<file path="config.mk">
export PLATFORM = sky130hd
export DESIGN_NAME = mem_access_unit
export DESIGN_NICKNAME = d
export VERILOG_FILES = /design/src/rtl/mem_access_unit.sv
export SDC_FILE = /design/constraint.sdc
export NUM_CORES = 1
export LEC_CHECK = 0
export CAP_MARGIN = 20
export CORE_ASPECT_RATIO = 1.4
export CORE_MARGIN = 10
export CORE_UTILIZATION = 40
export CTS_BUF_LIST = sky130_fd_sc_hd__clkbuf_2
export DETAILED_ROUTE_END_ITERATION = 6
export HOLD_SLACK_MARGIN = 0.1
export PLACE_DENSITY = 0.86
export SETUP_SLACK_MARGIN = 0.05
export SYNTH_ARGS = -nofsm -noshare
export SYNTH_HDL_FRONTEND = slang
export SYNTH_SLANG_ARGS = --single-unit
export TNS_END_PERCENT = 100
</file>
<file path="constraint.sdc">
create_clock -name clk_i -period 1.6 [get_ports clk_i]
set_input_delay 0.32 -clock clk_i [delete_from_list [all_inputs] [get_ports clk_i]]
set_output_delay 0.32 -clock clk_i [all_outputs]
set_load 0.01 [all_outputs]
</file>
<file path="src/rtl/mem_access_unit.sv">
// Load/store unit for a 256-word data memory with byte/half/word accesses.
// Define MEM_ACCESS_SUBWORD_EN for sub-word loads and read-modify-write stores.
module mem_access_unit (
  input  logic        clk_i,
  input  logic        rst_i,
  input  logic        req_valid_i,
  output logic        req_ready_o,
  input  logic        req_write_i,
  input  logic [1:0]  req_size_i,
  input  logic        req_signed_i,
  input  logic [31:0] req_addr_i,
  input  logic [31:0] req_wdata_i,
  output logic        rsp_valid_o,
  input  logic        rsp_ready_i,
  output logic [31:0] rsp_rdata_o,
  output logic        rsp_err_o,
  output logic        mem_read_o,
  output logic        mem_write_o,
  output logic [31:0] mem_addr_o,
  output logic [31:0] mem_wdata_o,
  input  logic [31:0] mem_rdata_i
);

  typedef enum logic [1:0] {
    IDLE, READ, WRITE, RESP
  } state_t;

  state_t      state_q;
  logic        write_q;
  logic [1:0]  size_q;
  logic        signed_q;
  logic [31:0] addr_q;
  logic [31:0] wword_q;
  logic [31:0] rdata_q;
  logic        err_q;

  logic        req_err;
  logic [31:0] ld_word;
  logic [31:0] st_word;

`ifdef MEM_ACCESS_SUBWORD_EN
  localparam logic SUB_OK = 1'b1;
  logic [7:0]  lane_b;
  logic [15:0] lane_h;

  always_comb begin
    lane_b = mem_rdata_i[7:0];
    unique case (addr_q[1:0])
      2'd0: lane_b = mem_rdata_i[7:0];
      2'd1: lane_b = mem_rdata_i[15:8];
      2'd2: lane_b = mem_rdata_i[23:16];
      2'd3: lane_b = mem_rdata_i[31:24];
    endcase
    lane_h = addr_q[1] ? mem_rdata_i[31:16]
                       : mem_rdata_i[15:0];
    ld_word = mem_rdata_i;
    st_word = mem_rdata_i;
    if (size_q == 2'b00) begin
      ld_word = signed_q ? {{24{lane_b[7]}}, lane_b}
                         : {24'h0, lane_b};
      unique case (addr_q[1:0])
        2'd0: st_word[7:0]   = wword_q[7:0];
        2'd1: st_word[15:8]  = wword_q[7:0];
        2'd2: st_word[23:16] = wword_q[7:0];
        2'd3: st_word[31:24] = wword_q[7:0];
      endcase
    end else if (size_q == 2'b01) begin
      ld_word = signed_q ? {{16{lane_h[15]}}, lane_h}
                         : {16'h0, lane_h};
      if (addr_q[1]) st_word[31:16] = wword_q[15:0];
      else           st_word[15:0]  = wword_q[15:0];
    end
  end
`else
  localparam logic SUB_OK = 1'b0;
  logic unused_sub;
  assign unused_sub = ^{size_q, signed_q, addr_q[1:0]};
  assign ld_word = mem_rdata_i;
  assign st_word = mem_rdata_i;
`endif

  // The 1 KiB window makes any address bit above 9 out of range.
  always_comb begin
    req_err = (req_addr_i[31:10] != 22'h0);
    unique case (req_size_i)
      2'b00: req_err = req_err | ~SUB_OK;
      2'b01: req_err = req_err | ~SUB_OK | req_addr_i[0];
      2'b10: req_err = req_err | (req_addr_i[1:0] != 2'b00);
      2'b11: req_err = 1'b1;
    endcase
  end

  always_ff @(posedge clk_i or negedge rst_i) begin
    if (!rst_i) begin
      state_q  <= IDLE;
      write_q  <= 1'b0;
      size_q   <= 2'b00;
      signed_q <= 1'b0;
      addr_q   <= '0;
      wword_q  <= '0;
      rdata_q  <= '0;
      err_q    <= 1'b0;
    end else begin
      unique case (state_q)
        IDLE: if (req_valid_i) begin
          write_q  <= req_write_i;
          size_q   <= req_size_i;
          signed_q <= req_signed_i;
          addr_q   <= req_addr_i;
          wword_q  <= req_wdata_i;
          rdata_q  <= '0;
          err_q    <= req_err;
          if (req_err)
            state_q <= RESP;
          else if (req_write_i && req_size_i == 2'b10)
            state_q <= WRITE;
          else
            state_q <= READ;
        end
        READ: begin
          if (write_q) begin
            wword_q <= st_word;
            state_q <= WRITE;
          end else begin
            rdata_q <= ld_word;
            state_q <= RESP;
          end
        end
        WRITE: state_q <= RESP;
        RESP: if (rsp_ready_i) begin
          rdata_q <= '0;
          err_q   <= 1'b0;
          state_q <= IDLE;
        end
        default: state_q <= IDLE;
      endcase
    end
  end

  assign req_ready_o = rst_i & (state_q == IDLE);
  assign rsp_valid_o = (state_q == RESP);
  assign rsp_rdata_o = rsp_valid_o ? rdata_q : 32'h0;
  assign rsp_err_o   = rsp_valid_o & err_q;
  assign mem_read_o  = (state_q == READ);
  assign mem_write_o = (state_q == WRITE);
  assign mem_addr_o  = (mem_read_o | mem_write_o)
                     ? {2'b00, addr_q[31:2]} : 32'h0;
  assign mem_wdata_o = mem_write_o ? wword_q : 32'h0;

endmodule

</file>
==> impl_metrics.csv, run 1 <==
group,metric,value,unit
clocking,cts_max_level,3,
worst_setup_path,worst_r2r_endpoint,"wword_q[27]",
placement,pre_cts_ws,-0.375,ns
timing,fin_crit_sh,136,%
clocking,clock_latency,0.55,ns
detailed_routing,drtIter0Drc,218,
layout,utilization,71.5,%
yosys,synth_top_area_share,51.7,%
pwr,leakage,3.82,nW
yosys,synth_seq_cells,98,
worst_setup_path,crit_required,1.28,ns
yosys,synthArstFlopShare,100,%
floorplan,die_height,149,um
detailed_routing,detail_route.vias_per_cell,5.30,
detailed_routing,drc,0,
yosys,yosys.area.top_type,"dfrtp_1",
yosys,synth_warnings,0,
worst_setup_path,timing.rr.start,"state_q[0]",
worst_setup_path,crit_buf_inv,3,
yosys,netlist_area,4740,um^2
pwr,powerDensity,2290,nW/um^2
worst_setup_path,critical_path_class,"flop to output pin",
global_route,antenna_found_initial,0,
placement,gp_congestion,0.839,
detailed_routing,drt_pass1_iterations,4,
worst_setup_path,cp_data_arrival_time,1.85,ns
clocking,clk_pin_slew,0.26,ns
detailed_routing,wl_per_cell,22.1,um
clocking,numCtsBuffers,9,
placement,dp.final_hpwl,11200,um
pwr,p_total,19.2,mW
placement,io_buffers,201,
worst_setup_path,crit_path_start,"state_q[0]",
timing,setup-violations-final,184,
detailed_routing,antenna_left,0,
worst_setup_path,start_kind,"flop",
layout,drive_gt1_share,43.5,%
timing,slew_headroom,58.5,%
worst_setup_path,cp_max_fo,8,
worst_setup_path,critical_path.top_delay_family,"flip-flops",
global_route,grt_pass1_vias,4550,
detailed_routing,num_vias,4629,
status,failed_checks,"negative setup slack",
timing,layout_min_cycle_time,2.17,ns
min_path,hold_path_depth,3,
layout,fin_nets,831,
yosys,syn_area_per_cell,9.68,um^2
worst_setup_path,slowest_delay,0.45,ns
timing,max_freq,460,MHz
yosys,synth-main-ff-cell,"dfrtp_1",
clocking,cts_tree,"done",
clocking,ctsLongestPathBuffers,2,
floorplan,rows,47,
worst_setup_path,r2r_slack,-0.34,ns
pwr,worst_ir_drop_vdd,0.975,mV
floorplan,die-area,16700,um^2
worst_setup_path,worst-r2r-cell-count,10,
min_path,holdCritPathClass,"primary input to flop",
clocking,root_buffer,"clkbuf_2",
global_route,grt_overflow,0,
floorplan,die_w,112,um
floorplan,start_util,40.5,%
timing,worst_slew_pin_slew,0.616,ns
clocking,cts.sinks,98,
worst_setup_path,path_cells,"inv_2, ha_4, clkbuf_16, and2_4, buf_6",
yosys,netlist_instances,490,
floorplan,floorplan.io_pins,205,
timing,finalClockSkew,0.0187,ns
worst_setup_path,slowest_stage,"dfrtp_1",
detailed_routing,finalWirelength,19300,um
layout,syn_to_final_growth,76.3,%
yosys,synth-edff-count,0,
timing,slew_viol_final,0,
status,status,"complete, but fails checks",
yosys,ys_seq_area_share,51.7,%
layout,diodes,0,
min_path,hp-start,"req_wdata_i[4]",
timing,hold_violations,0,
global_route,grt_max_degree,99,
global_route,grt_pass1_wl,24500,um
global_route,grt.total_usage,18.2,%
worst_setup_path,end_kind,"output pin",
floorplan,core_area,11700,um^2
run,cap_viol_max_count,0,
timing,timing.final.ws_setup,-0.575,ns
timing,rsz0062_at_grt,"true",
yosys,synth_area_leaders,"dfrtp_1 (52%), and2_1 (13%), mux2_2 (7.6%), nand2_1 (5.5%), nand2b_1 (4.5%)",
yosys,synth_cell_types,25,
timing,hold_slack,0.302,ns
timing,tns,-65.01,ns
min_path,timing.hold.worst_endpoint,"wword_q[4]",
## flip-flops by register name, summed over array words and instances (netlist names)
name / count
wword_q: 32
rdata_q: 32
state_q: 2
addr_q: 30
err_q: 1
write_q: 1
## cell families (layout without fill, tap and decap cells)
| kind of cell | count (synthesis) | count (layout) | share of synthesized area, % |
|---|---|---|---|
| other | 1 | 2 | 0.0790 |
| adder cells (fa/ha/maj) | 5 | 5 | 1.32 |
| buffers and inverters | 35 | 270 | 3.43 |
| AND/OR/NAND/NOR | 250 | 250 | 27.7 |
| multiplexers | 32 | 32 | 7.60 |
| flip-flops | 98 | 98 | 51.7 |
| AO/OA/AOI/OAI | 69 | 69 | 8.23 |
## worst reg2reg max path, delay by kind of cell, from the launching register on
family	cells	cell delay [ns]
compound gates	1	0.16
fa+ha+maj	1	0.16
buf+inv	5	0.78
flops	1	0.47
simple gates	3	0.34
## synth_stat cells, drive strengths merged (2+ instances only)
| library cell | count |
|---|---|
| and2 | 96 |
| nor2 | 36 |
| buf | 15 |
| nand2b | 34 |
| ha | 5 |
| nand2 | 69 |
| nor3 | 3 |
| dfrtp | 98 |
| a31oi | 32 |
| o31ai | 2 |
| nor4 | 5 |
| clkbuf | 18 |
| o21ai | 33 |
| nor2b | 2 |
| a21oi | 2 |
| mux2 | 32 |
| inv | 2 |
## per-stage QoR
step                      cells  cell area (um^2)
after global routing        873              8370
after global placement      828              7050
after detailed placement    828              7050
after floorplan             491              4760
after CTS                   853              7080
final                       873              8370
## layout make-up
type                       count  area [um^2]
timing repair buffer         253         2840
inverter                       2         7.51
fill                         811         3340
sequential                    98         2450
multi-input combinational    358         2730
clock buffer                  10         50.0
clock inverter                 5          104
tap                          147          184
## power breakdown
group	switching [mW]	leakage (nW)	total (mW)	internal [mW]
combinational	5.72	2.53	13.0	7.31
sequential	0.894	1.19	4.62	3.73
clock	0.834	0.0920	1.51	0.672
## cell usage in the layout, fill, tap and decap left out, types with 5 or more instances in the layout
cell type          n
a31oi_1           31
and2_1            27
and2_4            69
buf_12             9
buf_2             24
buf_4             14
buf_6             83
buf_8              5
clkbuf_16         13
clkbuf_2          10
clkdlybuf4s50_1  101
dfrtp_1           98
mux2_4            32
nand2_1           67
nand2b_1          33
nor2_2            13
nor2_4            19
nor4_1             5
o21ai_0           19
o21ai_1           13
## metal layers
| layer | global-route usage [%] | up-vias | share of wire, % |
|---|---|---|---|
| met5 | 0 | - | 0 |
| met1 | 19.4 | 2326 | 37 |
| met2 | 33.0 | 193 | 54 |
| met3 | 6.00 | 34 | 6.1 |
| met4 | 5.85 | 0 | 3.0 |
| li1 | - | 2076 | - |
## worst max path at each step
stage,depth (start not counted),endpoint
after floorplan,7,wword_q[0]
after detailed placement,5,state_q[1]
after global placement,5,mem_wdata_o[21]
after CTS,5,rsp_rdata_o[11]
after global routing,5,mem_wdata_o[11]
final,5,mem_addr_o[23]
## repair_timing
| item | 4_1_cts | 5_1_grt |
|---|---|---|
| cloned | 4 | 16 |
| hold buffers | 1 | 0 |
| setup endpoints to repair | 197 | 197 |
| pin swaps | 1 | 7 |
| setup buffers | 5 | 4 |
| hold endpoints to repair | 98 | 0 |
| gates resized for setup | 410 | 294 |
Power figures use the tool's default switching activity.
==> run 2, diff against run 1 <==
Settings changed: CORE_ASPECT_RATIO 1.4 to 0.8.
==> run 2 against run 1 <==
Against the previous run:
- the flow still finishes with violations (negative setup slack)
- register-to-register slack worse by 0.06 ns
- largest power group unchanged
- clock power is 17% lower
- critical path type unchanged
- maximum frequency is 1.1% lower
- hold slack worse by 0.061 ns
- sequential cell count stayed put
- count of clock-buffer cells in the layout stayed put
- highest routed layer unchanged
- non-clock buffer count is 20 higher
==> impl_metrics.csv, run 2 (synthesis gave the netlist of run 1 again) <==
group,metric,value,unit
pwr,share_seq_of_total_power,22.8,%
global_route,grt_pass1_vias,4737,
floorplan,start_util,41.0,%
clocking,root_buffer,"clkbuf_2",
pwr,p_switching,7.97,mW
layout,fin_nets,852,
worst_setup_path,critical_path_class,"flop to output pin",
worst_setup_path,worst-r2r-cell-count,11,
global_route,grt_overflow,0,
clocking,numCtsBuffers,9,
clocking,clock_latency,0.60,ns
floorplan,rows,35,
pwr,clkPwrFrac,6.1,%
clocking,cts.sinks,98,
floorplan,floorplan.io_pins,205,
pwr,p_total,20.4,mW
layout,reg.largest.list,"rdata_q: 32 flops, wword_q: 32 flops, addr_q: 30 flops",
global_route,grt_max_degree,99,
placement,dp.final_hpwl,11500,um
timing,timing.final.ws_setup,-0.599,ns
layout,syn_to_final_growth,80.0,%
layout,final_cell_mix,"clkdlybuf4s50_1 (101), dfrtp_1 (98), buf_6 (54)",
timing,slew_viol_final,0,
detailed_routing,wl_per_cell,21.7,um
detailed_routing,drtIter0Drc,294,
floorplan,core_area,11600,um^2
global_route,grt.total_usage,19.4,%
placement,placed_area,7100,um^2
detailed_routing,drc,0,
timing,hold_violations,0,
min_path,timing.hold.worst_endpoint,"wword_q[1]",
pwr,pwr-share-comb,71.0,%
pwr,switching_share,39.0,%
clocking,cts_max_level,3,
layout,layout_commonest_cell,"clkdlybuf4s50_1",
placement,gp_congestion,0.822,
layout,seq_area,2450,um^2
timing,rsz0062_at_grt,"true",
worst_setup_path,cp_max_fo,12,
clocking,clk_pin_slew,0.30,ns
timing,max_freq,455,MHz
worst_setup_path,timing.rr.start,"state_q[1]",
placement,io_buffers,201,
worst_setup_path,end_kind,"output pin",
timing,layout_min_cycle_time,2.20,ns
layout,final_cell_area,8540,um^2
detailed_routing,detail_route.vias_per_cell,5.19,
run,cap_viol_max_count,0,
detailed_routing,finalWirelength,19500,um
layout,multi_input_area,2780,um^2
pwr,worst_ir_drop_vdd,1.03,mV
layout,fillerInstances,775,
worst_setup_path,worst_r2r_endpoint,"rdata_q[13]",
global_route,grt_pass1_wl,26400,um
timing,worst_slew_pin_slew,0.535,ns
min_path,hold_path_depth,3,
layout,drive_gt1_share,44.6,%
worst_setup_path,cp_data_arrival_time,1.88,ns
status,failed_checks,"negative setup slack",
timing,slew_headroom,64.0,%
clocking,cts_tree,"done",
worst_setup_path,crit_required,1.28,ns
status,status,"complete, but fails checks",
pwr,powerDensity,2390,nW/um^2
min_path,holdCritPathClass,"primary input to flop",
global_route,antenna_found_initial,1,
worst_setup_path,r2r_slack,-0.40,ns
detailed_routing,antenna_left,0,
detailed_routing,num_vias,4649,
timing,finalClockSkew,0.0591,ns
clocking,ctsLongestPathBuffers,2,
pwr,leakage,4.11,nW
min_path,hp-start,"req_wdata_i[1]",
worst_setup_path,start_kind,"flop",
timing,fin_crit_sh,137,%
floorplan,die-area,16600,um^2
pwr,intPower,12.5,mW
floorplan,die_height,117,um
floorplan,die_w,142,um
detailed_routing,drt_pass1_iterations,6,
timing,setup-violations-final,166,
==> run 2: cell count changes in the layout (fill, tap and decap cells not counted), sizes merged <==
cell	delta
buf	+15
bufbuf	+3
bufinv	-2
clkbuf	-3
clkdlybuf4s15	+5
clkinv	-2
clkinvlp	+2
diode	+1
inv	+2
nand3	+1
==> run 2: timing repair <==
action,CTS,global route
cloned,11,13
hold buffers,1,0
setup endpoints to repair,197,197
resized for setup,431,249
pin swaps,1,40
buffers inserted,13,9
hold endpoints to repair,98,0
==> run 2: power by group through the flow <==
| stage | Combinational (mW) | Clock (mW) | Sequential, mW |
|---|---|---|---|
| detailed placement | 8.60 | 0 | 4.41 |
| floorplan | 4.49 | 0 | 4.16 |
| finish | 14.5 | 1.25 | 4.66 |
| CTS | 10.4 | 1.26 | 4.35 |
| global placement | 8.33 | 0 | 4.34 |
| global route | 15.3 | 1.38 | 4.78 |
==> run 2: area by class of cell <==
cell class	instances	area share (%)
Timing Repair Buffer	273	35.1
Inverter	2	0.0879
Multi-Input combinational cell	359	32.6
Tap cell	148	2.17
Clock buffer	10	0.586
Sequential cell	98	28.7
Antenna cell	1	0.0293
Clock inverter	5	0.733
==> run 2: per-stage QoR <==
stage / std cells / setup WS, ns / utilization, % / hold WS (ns) / setup TNS, ns
finish: 896 / -0.599 / 73.9 / 0.241 / -73.62
global route: 896 / -0.697 / 73.9 / 0.216 / -87.68
CTS: 876 / -0.693 / 64.1 / 0.230 / -77.08
detailed placement: 836 / -0.487 / 61.4 / 0.444 / -47.10
global placement: 836 / -0.397 / 61.4 / 0.422 / -32.71
floorplan: 491 / 0.0362 / - / 0.0244 / 0
==> run 2: worst max-delay path, stage by stage (launching register included) <==
cell and delay [ns]:
dfrtp_1 0.44, buf_6 0.13, buf_6 0.11, ha_4 0.19
clkbuf_16 0.18, and2_1 0.14, buf_2 0.14
==> run 2: worst max-delay path by stage <==
stage | start | end | slack [ns] | cells past startpoint
after floorplan | state_q[1] | wword_q[0] | 0.04 | 7
after global placement | state_q[0] | mem_wdata_o[20] | -0.40 | 5
after detailed placement | state_q[0] | mem_wdata_o[20] | -0.49 | 5
after CTS | state_q[0] | mem_wdata_o[20] | -0.69 | 6
after global routing | state_q[1] | mem_wdata_o[10] | -0.70 | 6
final | state_q[1] | mem_wdata_o[27] | -0.60 | 6
==> run 2: layer usage <==
layer	vias to the layer above	wire [um]	global-route usage [%]	share of wire (%)
li1	2125	-	-	-
met1	2316	8140	24.1	42
met2	195	9610	31.5	49
met3	13	1480	6.77	7.6
met4	0	234	4.91	1.2
met5	-	0	0	0
==> run 3, diff against run 2 <==
Settings changed: CORE_MARGIN 10 to default.
==> run 3 against run 2 <==
Against the previous run:
- the run still ends with negative setup slack left
- cell area increased by 1.6%
- count of clock-buffer cells in the layout decreased by 1
- die area decreased by 26%
- register-to-register slack improved by 0.02 ns
- critical path depth decreased by 1
- first-iteration DRC count decreased by 27%
- non-clock buffer count decreased by 7
- clock power decreased by 4%
- worst setup slack improved by 0.0026 ns
- sequential share of layout area decreased by 0.46 points
- sequential power about the same
- combinational power decreased by 3%
==> impl_metrics.csv, run 3 (synthesis gave the netlist of run 1 again) <==
group,metric,value,unit
status,failed_checks,"negative setup slack",
worst_setup_path,end_kind,"output pin",
layout,final_cell_mix,"clkdlybuf4s50_1 (101), dfrtp_1 (98), buf_6 (76)",
global_route,grt_pass1_vias,4514,
clocking,numCtsBuffers,9,
global_route,grt_overflow,0,
worst_setup_path,critical_path_class,"flop to output pin",
detailed_routing,drc,0,
worst_setup_path,slowest_delay,0.45,ns
timing,setup-violations-final,179,
floorplan,rows,35,
timing,hold_slack,0.271,ns
layout,reg.largest.list,"rdata_q: 32 flops, wword_q: 32 flops, addr_q: 30 flops",
timing,hold_violations,0,
clocking,ctsLongestPathBuffers,2,
layout,diodes,0,
pwr,p_total,19.9,mW
floorplan,core_area,11500,um^2
detailed_routing,detail_route.vias_per_cell,5.26,
global_route,antenna_found_initial,0,
run,cap_viol_max_count,0,
timing,timing.final.ws_setup,-0.596,ns
timing,worst_slew_pin_slew,0.543,ns
placement,io_buffers,201,
global_route,grt_pass1_wl,22800,um
worst_setup_path,start_kind,"flop",
floorplan,die_height,99.4,um
timing,finalClockSkew,0.0368,ns
detailed_routing,finalWirelength,17500,um
detailed_routing,num_vias,4673,
global_route,grt.total_usage,24.5,%
layout,drive_gt1_share,48.5,%
floorplan,floorplan.io_pins,205,
clocking,cts_tree,"done",
placement,gp_congestion,0.770,
placement,dp.final_hpwl,9370,um
timing,rsz0062_at_grt,"true",
detailed_routing,drt_pass1_iterations,4,
detailed_routing,wl_per_cell,19.7,um
clocking,root_buffer,"clkbuf_2",
worst_setup_path,crit_buf_inv,3,
timing,slew_headroom,63.8,%
worst_setup_path,path_cells,"inv_2, ha_4, buf_16, and2_1, buf_2",
pwr,worst_ir_drop_vdd,1.04,mV
min_path,holdCritPathClass,"primary input to flop",
worst_setup_path,critical_path.top_delay_family,"flip-flops",
pwr,leakage,4.12,nW
floorplan,die_w,124,um
worst_setup_path,slowest_stage,"dfrtp_1",
timing,layout_min_cycle_time,2.20,ns
detailed_routing,drtIter0Drc,214,
status,status,"complete, but fails checks",
layout,syn_to_final_growth,82.9,%
floorplan,die-area,12300,um^2
detailed_routing,antenna_left,0,
layout,layout_commonest_cell,"clkdlybuf4s50_1",
clocking,cts.sinks,98,
global_route,grt_max_degree,99,
timing,max_freq,455,MHz
timing,tns,-71.21,ns
worst_setup_path,cp_max_fo,15,
floorplan,start_util,41.2,%
worst_setup_path,cp_data_arrival_time,1.88,ns
layout,fin_nets,844,
clocking,cts_max_level,3,
layout,fillerInstances,709,
timing,fin_crit_sh,137,%
pwr,powerDensity,2290,nW/um^2
timing,slew_viol_final,0,
clocking,clk_pin_slew,0.27,ns
clocking,clock_latency,0.58,ns
worst_setup_path,crit_required,1.28,ns
-- run 3: cell count changes in the layout (fill, tap and decap cells not counted), moves of 12 or more --
cell	delta
and2_1	-19
and2_4	+19
buf_2	-13
buf_4	-12
buf_6	+22
nor2_1	-13
nor2_2	+13
-- run 3: stage by stage --
stage          util, %  cells  instance area, um^2  setup WS, ns
5_1_grt           75.4    888                 8680        -0.714
4_1_cts           65.4    873                 7530        -0.671
3_5_place_dp      61.5    829                 7090        -0.373
6_report          75.4    888                 8680        -0.596
3_3_place_gp      61.5    829                 7090        -0.329
2_1_floorplan        -    491                 4760        0.0362
-- run 3: worst paths after layout --
kind	startpoint	to	slack, ns	cells past startpoint
min in group asynchronous	rst_i	addr_q[14]	0.34	3
max in group asynchronous	rst_i	addr_q[29]	0.78	3
min	req_wdata_i[30]	wword_q[30]	0.27	3
min reg2reg	rdata_q[20]	rdata_q[20]	0.52	2
max	state_q[0]	mem_addr_o[29]	-0.60	5
max reg2reg	state_q[1]	rdata_q[4]	-0.38	11
-- run 3: layout make-up --
type	instances	area, um^2	area share [%]
repair buffers	266	3060	35.2
flip-flops and latches	98	2450	28.3
multi-input cells	358	2870	33.0
inverters	2	7.51	0.0865
clock inverters	7	67.6	0.778
clock buffers	9	45.0	0.519
well taps	148	185	2.13
-- run 3: worst min-delay path: cells and delay by family --
kind | cells | cell delay [ns]
buf+inv | 1 | 0.39
simple gates | 1 | 0.06
compound gates | 1 | 0.08
-- run 3: what timing repair did --
action / CTS / global route
endpoints found under the hold margin: 98 / 0
pin swaps: 7 / 46
hold buffers: 1 / 0
resized for setup: 502 / 237
gates cloned: 11 / 16
endpoints found under the setup margin: 196 / 197
buffers inserted: 17 / 2
-- run 3: power breakdown --
part | total, mW | switching, mW | internal, mW | leakage, nW
logic | 14.0 | 6.14 | 7.88 | 2.86
registers | 4.69 | 0.961 | 3.73 | 1.19
clock network | 1.20 | 0.847 | 0.356 | 0.0674
-- run 3: per-layer routing --
layer / vias up / part of all wire (%) / track usage (%) / routed length [um]
met3: 24 / 6.5 / 5.73 / 1140
li1: 2119 / - / - / -
met2: 194 / 49 / 40.3 / 8650
met4: 0 / 1.6 / 7.78 / 272
met5: - / 0 / 0 / 0
met1: 2336 / 43 / 31.9 / 7440
